--- config.mk ---
export PLATFORM = sky130hd
export DESIGN_NAME = mem_slot_arbiter_flat
export DESIGN_NICKNAME = d
export VERILOG_FILES = /design/src/rtl/mem_slot_arbiter_if.sv /design/src/rtl/mem_slot_arbiter.sv /design/src/flat_wrapper.sv
export SDC_FILE = /design/constraint.sdc
export NUM_CORES = 1
export LEC_CHECK = 0
export ABC_CLOCK_PERIOD_IN_PS = 2500
export CAP_MARGIN = 10
export CORE_MARGIN = 2
export CORE_UTILIZATION = 38
export CTS_BUF_LIST = sky130_fd_sc_hd__clkbuf_4 sky130_fd_sc_hd__clkbuf_8
export CTS_CLUSTER_SIZE = 12
export DETAILED_ROUTE_END_ITERATION = 12
export GPL_TIMING_DRIVEN = 0
export PLACE_DENSITY = 0.8
export SYNTH_ARGS = -nofsm -noshare
export SYNTH_HDL_FRONTEND = slang
export SYNTH_SLANG_ARGS = --single-unit
export TNS_END_PERCENT = 50
--- constraint.sdc ---
create_clock -name clk32 -period 2.5 [get_ports clk32]
set_input_delay 0.5 -clock clk32 [delete_from_list [all_inputs] [get_ports clk32]]
set_output_delay 0.5 -clock clk32 [all_outputs]
set_load 0.01 [all_outputs]
--- src/rtl/mem_slot_arbiter_if.sv ---
// Memory slot arbiter bus: requester handshakes, memory port strobes and owner flags.
`default_nettype none

interface mem_slot_arbiter_if #(
    parameter int ADDR_W = 22
);
    logic              clk8_en_p;
    logic              video_req;
    logic [ADDR_W-1:0] video_addr;
    logic              sound_req;
    logic [ADDR_W-1:0] sound_addr;
    logic              dsk_int_req;
    logic [ADDR_W-1:0] dsk_int_addr;
    logic              dsk_ext_req;
    logic [ADDR_W-1:0] dsk_ext_addr;
    logic              cpu_req;
    logic              cpu_we;
    logic              cpu_uds_n;
    logic              cpu_lds_n;
    logic [ADDR_W-1:0] cpu_addr;

    logic [ADDR_W-1:0] mem_addr;
    logic              mem_oe;
    logic              mem_we;
    logic              mem_ube;
    logic              mem_lbe;
    logic              mem_latch;
    logic              video_bus_ctl;
    logic              cpu_bus_ctl;
    logic              video_ack;
    logic              sound_ack;
    logic              dsk_int_ack;
    logic              dsk_ext_ack;
    logic              cpu_ack;

    modport master (
        output clk8_en_p, video_req, video_addr, sound_req, sound_addr,
               dsk_int_req, dsk_int_addr, dsk_ext_req, dsk_ext_addr,
               cpu_req, cpu_we, cpu_uds_n, cpu_lds_n, cpu_addr,
        input  mem_addr, mem_oe, mem_we, mem_ube, mem_lbe, mem_latch,
               video_bus_ctl, cpu_bus_ctl,
               video_ack, sound_ack, dsk_int_ack, dsk_ext_ack, cpu_ack
    );

    modport slave (
        input  clk8_en_p, video_req, video_addr, sound_req, sound_addr,
               dsk_int_req, dsk_int_addr, dsk_ext_req, dsk_ext_addr,
               cpu_req, cpu_we, cpu_uds_n, cpu_lds_n, cpu_addr,
        output mem_addr, mem_oe, mem_we, mem_ube, mem_lbe, mem_latch,
               video_bus_ctl, cpu_bus_ctl,
               video_ack, sound_ack, dsk_int_ack, dsk_ext_ack, cpu_ack
    );
endinterface

`default_nettype wire

--- src/rtl/mem_slot_arbiter.sv ---
// ============================================================================
// Module   : mem_slot_arbiter
// Brief    : Fixed 4-phase memory slot arbiter for video, sound, floppy, CPU.
//            Optional external-floppy owner enabled by MEM_ARB_DISK_EXT_EN.
// Revision : 1.0 - initial release
// ============================================================================
`default_nettype none

module mem_slot_arbiter #(
    parameter int ADDR_W         = 22,
    parameter int CPU_STARVE_MAX = 3
) (
    input  wire logic         clk32,
    input  wire logic         reset,
    mem_slot_arbiter_if.slave bus
);

    localparam int STARVE_W = (CPU_STARVE_MAX < 1) ? 1 : $clog2(CPU_STARVE_MAX + 1);
    localparam logic [STARVE_W-1:0] C_STARVE_MAX = STARVE_W'(CPU_STARVE_MAX);

    localparam int C_ACK_VIDEO   = 0;
    localparam int C_ACK_SOUND   = 1;
    localparam int C_ACK_DSK_INT = 2;
    localparam int C_ACK_DSK_EXT = 3;
    localparam int C_ACK_CPU     = 4;

    typedef enum logic [2:0] {
        S_IDLE    = 3'd0,
        S_VIDEO   = 3'd1,
        S_SOUND   = 3'd2,
        S_DSK_INT = 3'd3,
        S_DSK_EXT = 3'd4,
        S_CPU     = 3'd5
    } owner_t;

    owner_t              r_owner;
    logic [1:0]          r_phase;
    logic [STARVE_W-1:0] r_starve;
    logic [ADDR_W-1:0]   r_mem_addr;
    logic                r_mem_oe;
    logic                r_mem_we;
    logic                r_mem_ube;
    logic                r_mem_lbe;
    logic                r_mem_latch;
    logic                r_video_bus_ctl;
    logic                r_cpu_bus_ctl;
    logic [4:0]          r_ack;

    owner_t              w_next_owner;
    logic [ADDR_W-1:0]   w_next_addr;
    logic                w_next_write;
    logic                w_next_ube;
    logic                w_next_lbe;
    logic                w_starved;
    logic                w_dsk_ext_req;

`ifdef MEM_ARB_DISK_EXT_EN
    assign w_dsk_ext_req    = bus.dsk_ext_req;
    assign bus.dsk_ext_ack  = r_ack[C_ACK_DSK_EXT];
`else
    logic w_unused_dsk_ext;
    assign w_dsk_ext_req    = 1'b0;
    assign bus.dsk_ext_ack  = 1'b0;
    assign w_unused_dsk_ext = ^{bus.dsk_ext_req, bus.dsk_ext_addr, r_ack[C_ACK_DSK_EXT]};
`endif

    assign w_starved = (r_starve == C_STARVE_MAX);

    // A starved CPU slots in directly below video; otherwise it is last.
    always_comb begin
        w_next_owner = S_IDLE;
        if (bus.video_req)                  w_next_owner = S_VIDEO;
        else if (bus.cpu_req && w_starved)  w_next_owner = S_CPU;
        else if (bus.sound_req)             w_next_owner = S_SOUND;
        else if (bus.dsk_int_req)           w_next_owner = S_DSK_INT;
        else if (w_dsk_ext_req)             w_next_owner = S_DSK_EXT;
        else if (bus.cpu_req)               w_next_owner = S_CPU;
    end

    always_comb begin
        w_next_addr  = r_mem_addr;
        w_next_write = 1'b0;
        w_next_ube   = 1'b1;
        w_next_lbe   = 1'b1;
        case (w_next_owner)
            S_VIDEO:   w_next_addr = bus.video_addr;
            S_SOUND:   w_next_addr = bus.sound_addr;
            S_DSK_INT: w_next_addr = bus.dsk_int_addr;
            S_DSK_EXT: w_next_addr = bus.dsk_ext_addr;
            S_CPU: begin
                w_next_addr  = bus.cpu_addr;
                w_next_write = bus.cpu_we;
                w_next_ube   = ~bus.cpu_uds_n;
                w_next_lbe   = ~bus.cpu_lds_n;
            end
            default: begin
                w_next_ube = 1'b0;
                w_next_lbe = 1'b0;
            end
        endcase
    end

    always_ff @(posedge clk32 or posedge reset) begin
        if (reset) begin
            r_phase         <= 2'd0;
            r_owner         <= S_IDLE;
            r_starve        <= '0;
            r_mem_addr      <= '0;
            r_mem_oe        <= 1'b0;
            r_mem_we        <= 1'b0;
            r_mem_ube       <= 1'b0;
            r_mem_lbe       <= 1'b0;
            r_mem_latch     <= 1'b0;
            r_video_bus_ctl <= 1'b0;
            r_cpu_bus_ctl   <= 1'b0;
            r_ack           <= '0;
        end else begin
            r_mem_latch <= 1'b0;
            r_ack       <= '0;
            if (bus.clk8_en_p) begin
                r_phase <= r_phase + 2'd1;
                if (r_phase == 2'd3) begin
                    r_owner         <= w_next_owner;
                    r_video_bus_ctl <= (w_next_owner == S_VIDEO);
                    r_cpu_bus_ctl   <= (w_next_owner == S_CPU);
                    r_mem_addr      <= w_next_addr;
                    r_mem_oe        <= (w_next_owner != S_IDLE) && !w_next_write;
                    r_mem_we        <= w_next_write;
                    r_mem_ube       <= w_next_ube;
                    r_mem_lbe       <= w_next_lbe;
                    if ((w_next_owner == S_CPU) || !bus.cpu_req)
                        r_starve <= '0;
                    else if (!w_starved)
                        r_starve <= r_starve + STARVE_W'(1);
                end else if (r_phase == 2'd2) begin
                    // Leaving phase 2 completes the access; a write ends here too.
                    r_mem_we    <= 1'b0;
                    r_mem_latch <= r_mem_oe;
                    case (r_owner)
                        S_VIDEO:   r_ack[C_ACK_VIDEO]   <= 1'b1;
                        S_SOUND:   r_ack[C_ACK_SOUND]   <= 1'b1;
                        S_DSK_INT: r_ack[C_ACK_DSK_INT] <= 1'b1;
                        S_DSK_EXT: r_ack[C_ACK_DSK_EXT] <= 1'b1;
                        S_CPU:     r_ack[C_ACK_CPU]     <= 1'b1;
                        default:   ;
                    endcase
                end
            end
        end
    end

    assign bus.mem_addr      = r_mem_addr;
    assign bus.mem_oe        = r_mem_oe;
    assign bus.mem_we        = r_mem_we;
    assign bus.mem_ube       = r_mem_ube;
    assign bus.mem_lbe       = r_mem_lbe;
    assign bus.mem_latch     = r_mem_latch;
    assign bus.video_bus_ctl = r_video_bus_ctl;
    assign bus.cpu_bus_ctl   = r_cpu_bus_ctl;
    assign bus.video_ack     = r_ack[C_ACK_VIDEO];
    assign bus.sound_ack     = r_ack[C_ACK_SOUND];
    assign bus.dsk_int_ack   = r_ack[C_ACK_DSK_INT];
    assign bus.cpu_ack       = r_ack[C_ACK_CPU];

endmodule

`default_nettype wire
--- src/flat_wrapper.sv ---
// flat-port wrapper written by rule: the top's interface ports become plain ports
module mem_slot_arbiter_flat 
#(
    parameter int ADDR_W         = 22,
    parameter int CPU_STARVE_MAX = 3
)
  (clk32, reset, bus_clk8_en_p, bus_video_req, bus_video_addr, bus_sound_req, bus_sound_addr, bus_dsk_int_req, bus_dsk_int_addr, bus_dsk_ext_req, bus_dsk_ext_addr, bus_cpu_req, bus_cpu_we, bus_cpu_uds_n, bus_cpu_lds_n, bus_cpu_addr, bus_mem_addr, bus_mem_oe, bus_mem_we, bus_mem_ube, bus_mem_lbe, bus_mem_latch, bus_video_bus_ctl, bus_cpu_bus_ctl, bus_video_ack, bus_sound_ack, bus_dsk_int_ack, bus_dsk_ext_ack, bus_cpu_ack);
  mem_slot_arbiter_if #(.ADDR_W(ADDR_W)) bus_i ();
  input  wire logic clk32;
  input  wire logic reset;
  input wire logic [$bits(bus_i.clk8_en_p)-1:0] bus_clk8_en_p;
  input wire logic [$bits(bus_i.video_req)-1:0] bus_video_req;
  input wire logic [$bits(bus_i.video_addr)-1:0] bus_video_addr;
  input wire logic [$bits(bus_i.sound_req)-1:0] bus_sound_req;
  input wire logic [$bits(bus_i.sound_addr)-1:0] bus_sound_addr;
  input wire logic [$bits(bus_i.dsk_int_req)-1:0] bus_dsk_int_req;
  input wire logic [$bits(bus_i.dsk_int_addr)-1:0] bus_dsk_int_addr;
  input wire logic [$bits(bus_i.dsk_ext_req)-1:0] bus_dsk_ext_req;
  input wire logic [$bits(bus_i.dsk_ext_addr)-1:0] bus_dsk_ext_addr;
  input wire logic [$bits(bus_i.cpu_req)-1:0] bus_cpu_req;
  input wire logic [$bits(bus_i.cpu_we)-1:0] bus_cpu_we;
  input wire logic [$bits(bus_i.cpu_uds_n)-1:0] bus_cpu_uds_n;
  input wire logic [$bits(bus_i.cpu_lds_n)-1:0] bus_cpu_lds_n;
  input wire logic [$bits(bus_i.cpu_addr)-1:0] bus_cpu_addr;
  output wire logic [$bits(bus_i.mem_addr)-1:0] bus_mem_addr;
  output wire logic [$bits(bus_i.mem_oe)-1:0] bus_mem_oe;
  output wire logic [$bits(bus_i.mem_we)-1:0] bus_mem_we;
  output wire logic [$bits(bus_i.mem_ube)-1:0] bus_mem_ube;
  output wire logic [$bits(bus_i.mem_lbe)-1:0] bus_mem_lbe;
  output wire logic [$bits(bus_i.mem_latch)-1:0] bus_mem_latch;
  output wire logic [$bits(bus_i.video_bus_ctl)-1:0] bus_video_bus_ctl;
  output wire logic [$bits(bus_i.cpu_bus_ctl)-1:0] bus_cpu_bus_ctl;
  output wire logic [$bits(bus_i.video_ack)-1:0] bus_video_ack;
  output wire logic [$bits(bus_i.sound_ack)-1:0] bus_sound_ack;
  output wire logic [$bits(bus_i.dsk_int_ack)-1:0] bus_dsk_int_ack;
  output wire logic [$bits(bus_i.dsk_ext_ack)-1:0] bus_dsk_ext_ack;
  output wire logic [$bits(bus_i.cpu_ack)-1:0] bus_cpu_ack;
  assign bus_i.clk8_en_p = bus_clk8_en_p;
  assign bus_i.video_req = bus_video_req;
  assign bus_i.video_addr = bus_video_addr;
  assign bus_i.sound_req = bus_sound_req;
  assign bus_i.sound_addr = bus_sound_addr;
  assign bus_i.dsk_int_req = bus_dsk_int_req;
  assign bus_i.dsk_int_addr = bus_dsk_int_addr;
  assign bus_i.dsk_ext_req = bus_dsk_ext_req;
  assign bus_i.dsk_ext_addr = bus_dsk_ext_addr;
  assign bus_i.cpu_req = bus_cpu_req;
  assign bus_i.cpu_we = bus_cpu_we;
  assign bus_i.cpu_uds_n = bus_cpu_uds_n;
  assign bus_i.cpu_lds_n = bus_cpu_lds_n;
  assign bus_i.cpu_addr = bus_cpu_addr;
  assign bus_mem_addr = bus_i.mem_addr;
  assign bus_mem_oe = bus_i.mem_oe;
  assign bus_mem_we = bus_i.mem_we;
  assign bus_mem_ube = bus_i.mem_ube;
  assign bus_mem_lbe = bus_i.mem_lbe;
  assign bus_mem_latch = bus_i.mem_latch;
  assign bus_video_bus_ctl = bus_i.video_bus_ctl;
  assign bus_cpu_bus_ctl = bus_i.cpu_bus_ctl;
  assign bus_video_ack = bus_i.video_ack;
  assign bus_sound_ack = bus_i.sound_ack;
  assign bus_dsk_int_ack = bus_i.dsk_int_ack;
  assign bus_dsk_ext_ack = bus_i.dsk_ext_ack;
  assign bus_cpu_ack = bus_i.cpu_ack;
  mem_slot_arbiter #(.ADDR_W(ADDR_W), .CPU_STARVE_MAX(CPU_STARVE_MAX)) u_core (.clk32(clk32), .reset(reset), .bus(bus_i));
endmodule
After elaboration in Yosys (flattened, before gate mapping)
Cells that the tools add are included.
- logic and storage cells: 67
- output and inout bits: 34
- register bits: 41
- input port bits: 121
- equality and inequality tests: 14
- bitwise logic cells: 2
- reductions and logical operators: 13
- $add $sub $neg: 2
- multiplexer cells: 24
- operators by type and width (cell ; number):
    22-bit case mux with 5 select lines ; 1
    3-bit 2-to-1 mux ; 5
    5-bit 2-to-1 mux ; 3
    3-bit by 2-bit equality test with 1-bit output (second input constant) ; 4
    3-bit equality test (second input constant) ; 4
    1-bit 2-to-1 mux ; 11
    2-bit equality test (second input constant) ; 3
    3-bit by 1-bit equality test with 1-bit output (second input constant) ; 2
    3-bit AND reduction ; 2
    5-bit nonzero test ; 1
    2-bit by 1-bit adder with 2-bit output (second input constant) ; 2
    2-bit 2-to-1 mux ; 2
    1-bit case mux with 2 select lines ; 2
    2-bit AND reduction ; 2
    4-bit OR reduction ; 1
    3-bit nonzero test ; 1
    1-bit logical AND ; 2
    1-bit zero test ; 2
    2-bit != test (second input constant) ; 1
    1-bit inverter ; 2
    2-bit nonzero test ; 1
    1-bit logical OR ; 1

Depth between registers and ports, before layout
- depth in word-level cells: 9
- mapped depth: 8
- mapped depth without buffers: 6

Worst setup path after synthesis
No wires, ideal clock.
- path kind: reg2reg
- start point: register u_core.r_starve[0]
- end point: register u_core.r_mem_addr[10] (netlist: u_core.bus.mem_addr[10])
- setup time: 0.129 ns
- path buffers: 3
- required time: 2.371 ns
- clock period less this slack: 1.754 ns
- arrival: 1.625 ns
- cell stages (with the launch flop): 9
- setup slack: 0.746 ns
- cell sequence: dfrtp_1 ha_1 buf_6 and2_4 buf_6 buf_8 a221o_1 a31oi_1 a21oi_1
- word-level cells in the longest chain between the ends: 7
- elaborated cells between the ends (all ways): 12
- those cells by class: eq/ne (6); mux (3); reduce/logical (3)
- ends and longest elaborated chain (element ; line ; text):
    start: declaration ; mem_slot_arbiter.sv:38 ; logic [STARVE_W-1:0] r_starve;
    start signal: assignment ; mem_slot_arbiter.sv:134 ; r_starve <= r_starve + STARVE_W'(1);
    2-bit equality test (*) ; mem_slot_arbiter.sv:67 ; assign w_starved = (r_starve == C_STARVE_MAX);
    1-bit logical AND (*) ; mem_slot_arbiter.sv:73 ; else if (bus.cpu_req && w_starved) w_next_owner = S_CPU;
    3-bit 2-to-1 mux (*) ; mem_slot_arbiter.sv:73 ;
    3-bit 2-to-1 mux (*) ; mem_slot_arbiter.sv:72 ; if (bus.video_req) w_next_owner = S_VIDEO;
    3-bit by 2-bit equality test with 1-bit output, or another cell as far along ; mem_slot_arbiter.sv:85 ; case (w_next_owner)
    5-bit nonzero test (no source line) ; - ;
    3-bit AND reduction (no source line) ; - ;
    end signal: assignment ; mem_slot_arbiter.sv:126 ; r_mem_addr <= w_next_addr;
    end: declaration ; mem_slot_arbiter.sv:39 ; logic [ADDR_W-1:0] r_mem_addr;
Mark *: on every way between the ends. The rest lies on a longest branch, timed or not.
A chain may end at the register's enable or synchronous reset.

Worst setup path after layout
- start point: input port bus_cpu_req
- end point: register u_core.r_mem_addr[19] (netlist: u_core.bus.mem_addr[19])
- word-level cells in the longest chain between the ends: 8
- elaborated cells between the ends (all ways): 14
- those cells by class: eq/ne (5); mux (6); reduce/logical (3)
- ends and longest elaborated chain (element ; line ; text):
    start: declaration ; flat_wrapper.sv:20 ; input wire logic [$bits(bus_i.cpu_req)-1:0] bus_cpu_req;
    3-bit 2-to-1 mux ; mem_slot_arbiter.sv:77 ; else if (bus.cpu_req) w_next_owner = S_CPU;
    3-bit 2-to-1 mux ; mem_slot_arbiter.sv:75 ; else if (bus.dsk_int_req) w_next_owner = S_DSK_INT;
    3-bit 2-to-1 mux ; mem_slot_arbiter.sv:74 ; else if (bus.sound_req) w_next_owner = S_SOUND;
    3-bit 2-to-1 mux (*) ; mem_slot_arbiter.sv:73 ;
    3-bit 2-to-1 mux (*) ; mem_slot_arbiter.sv:72 ;
    3-bit by 2-bit equality test with 1-bit output, or another cell as far along ; mem_slot_arbiter.sv:85 ;
    5-bit nonzero test (no source line) ; - ;
    3-bit AND reduction (no source line) ; - ;
Marked as above.

==> impl_metrics.ini <==
[detailed_routing]
firstDrtPassIters = 4
drtIter0Drc = 146
routed_wl_mm = 8.29
drc_errors = 0
vias = 2765
wire_per_inst_um = 17.4
antenna_left = 0
viasPerCell = 5.80

[yosys]
yosysMostFrequentCell = a31oi_1
syn-num-nets = 388
synthArstFlopShare = 1.00
synth_cells = 264
yosysUniqueCellTypes = 35
synth_top_area_share = 0.405
ys_warn_count = 0
synth_commonest_cells = a31oi_1, dfrtp_1, a21oi_1
ys.flop_type = dfrtp_1
synth_seq_cells = 40
postSynthAreaPerCell_um2 = 9.37
syn_area_mm2 = 0.00247
synth_edf_count = 0
synth_largest_area_cell = dfrtp_1
seq_area_frac_synth = 0.405
synth_area_leaders = dfrtp_1, a31oi_1, a221o_1

[die]
die_w_um = 84.7
num_rows = 29
dieHeight_um = 84.7
start_util = 0.392
ios = 155
core_area_mm2 = 0.00631
die_area_mm2 = 0.00717

[min_path]
hp-class = flip-flop to flip-flop

[clock_network]
post_cts_buffers = 0
clockBufferDepth = 2
ctsHoldBuffers = 0
htree_num_levels = 2
post_cts_resized = 0
cts_made_buffers = 5
cts_tree = done
clk_latency_ps = 310
cts_root_buffer = clkbuf_8
cts_sinks = 40
clkTransAtPathRegs_ps = 80

[global_routing]
busiest_layer = met2
antenna_found_initial = 0
grt-ovfl-total = 0
grt_pass1_wl_mm = 13.1
grt_pass1_vias = 2718
use_met2 = 0.402
track_usage = 0.228
grt_max_degree = 41
use_met1 = 0.282
grt_use_met3 = 0.0452

[timing]
grt_setup_unrepaired = false
finalCriticalPeriod_ps = 2100
slew_headroom = 0.436
worst_slew_pin_slew_ps = 845
finalSetupViolations = 0
fin_ws_ps = 403
slew_viol_final = 0
whs_ps = 478
post-route-period-util = 0.839
skew_ps = 8.48
finalSetupTns_ps = 0
hold_viol_final = 0
max_freq_mhz = 477

[placed_design]
place_congestion = 0.814
place_ws_ps = 95.4
place_inst = 469
port_buffers = 128
dp.final_hpwl_mm = 6.22

[cells_and_area]
final_core_util = 0.624
final_cells = 477
drive_gt1_frac = 0.0950
fillers = 570
nets = 523
synthToLayoutAreaGrowth_pct = 59.3
antenna_cells = 0

[worst_setup_path]
end_kind = flip-flop
crit_path_start_kind = input port
worstPathArrival_ps = 2280
crit_fanout = 10
crit_required_ps = 2680
path_class = input port to flip-flop

[run]
max-cap-violations = 0

[outcome]
outcome = finished, final reports clean

[power]
p_leak_uw = 0.00157
cellPowerDensity_mw_per_mm2 = 787
irDropWorstVdd_mv = 0.407
==> state kept, by name, indices dropped and copies added (netlist names) <==
register,cells
u_core.bus.cpu_bus_ctl,1
u_core.bus.mem_addr,22
u_core.bus.mem_latch,1
u_core.bus.mem_lbe,1
u_core.bus.mem_oe,1
u_core.bus.mem_ube,1
u_core.bus.mem_we,1
u_core.bus.video_bus_ctl,1
u_core.r_ack,4
u_core.r_owner,3
u_core.r_phase,2
u_core.r_starve,2
==> layer usage <==
metal / vias up / wire length, µm
li1: 1314 / -
met1: 1323 / 3410
met2: 114 / 4120
met3: 14 / 635
met4: 0 / 127
met5: - / 0
==> stage by stage <==
stage / area [µm²] / total power (µW)
floorplan: 2470 / 1860
detailed placement: 3850 / 2670
finish: 3940 / 3100
global route: 3940 / 3310
global placement: 3850 / 2620
CTS: 3940 / 3110
==> power breakdown <==
group          switching [µW]  leakage [µW]  total, µW  internal, µW
clock                     243     0.0000479        437           195
sequential                167      0.000474       1090           924
combinational             712       0.00105       1570           859
total                    1120       0.00157       3100          1980
==> cell type report <==
| cell class | count | area [µm²] | share of cell area |
|---|---|---|---|
| clock inverters | 3 | 18.8 | 0.00477 |
| inverters | 4 | 15.0 | 0.00381 |
| plain buffers | 31 | 179 | 0.0454 |
| clock buffers | 5 | 68.8 | 0.0175 |
| flip-flops and latches | 40 | 1000 | 0.254 |
| well taps | 77 | 96.3 | 0.0245 |
| multi-input cells | 189 | 1280 | 0.324 |
| repair buffers | 128 | 1280 | 0.325 |
==> logic make-up after synthesis <==
logic type,share of synthesized area
AOI/OAI and AO/OA,0.373
and+or+nand+nor,0.123
DFF,0.405
buffers and inverters,0.0784
adders and majority gates,0.0152
xor gates and xnor gates,0.00354
other,0.00152
==> placed cells by master (no fill, tap or decap), drive strengths merged <==
cell,count
and2,3
nand2,14
nor2,6
nor2b,2
ha,3
clkbuf,13
xor2,1
a22o,2
and3b,1
nor3,3
inv,4
conb,1
a21o,3
o21ai,5
o211a,1
nand2b,23
a21oi,28
buf,23
a31oi,45
dfrtp,40
and3,1
nor3b,2
a221o,22
clkinv,3
o22ai,1
o32ai,22
clkdlybuf4s50,128
==> final timing paths <==
| check | cells past startpoint | startpoint | endpoint | slack, ps |
|---|---|---|---|---|
| worst min-delay path | 1 | u_core.r_owner[0]$_DFFE_PP0P_ | u_core.r_ack[1]$_DFF_PP0_ | 480 |
| worst max register to register | 8 | u_core.r_starve[0]$_DFFE_PP0P_ | u_core.bus.mem_addr[19]$_DFFE_PP0P_ | 550 |
| worst max-delay path | 7 | bus_cpu_req | u_core.bus.mem_addr[19]$_DFFE_PP0P_ | 400 |
| min in group asynchronous | 2 | reset | u_core.bus.mem_lbe$_DFFE_PP0P_ | 690 |
| max in group asynchronous | 2 | reset | u_core.bus.mem_addr[12]$_DFFE_PP0P_ | 1280 |
| worst min register to register | 1 | u_core.r_owner[0]$_DFFE_PP0P_ | u_core.r_ack[1]$_DFF_PP0_ | 480 |
==> worst max-delay path: stages <==
cell and delay (ps):
clkdlybuf4s50_1 610, and2_4 250, buf_6 130, buf_8 130, a221o_1 330, a31oi_1 210
a21oi_1 110
Note: power is estimated with default switching activity, not from simulation.
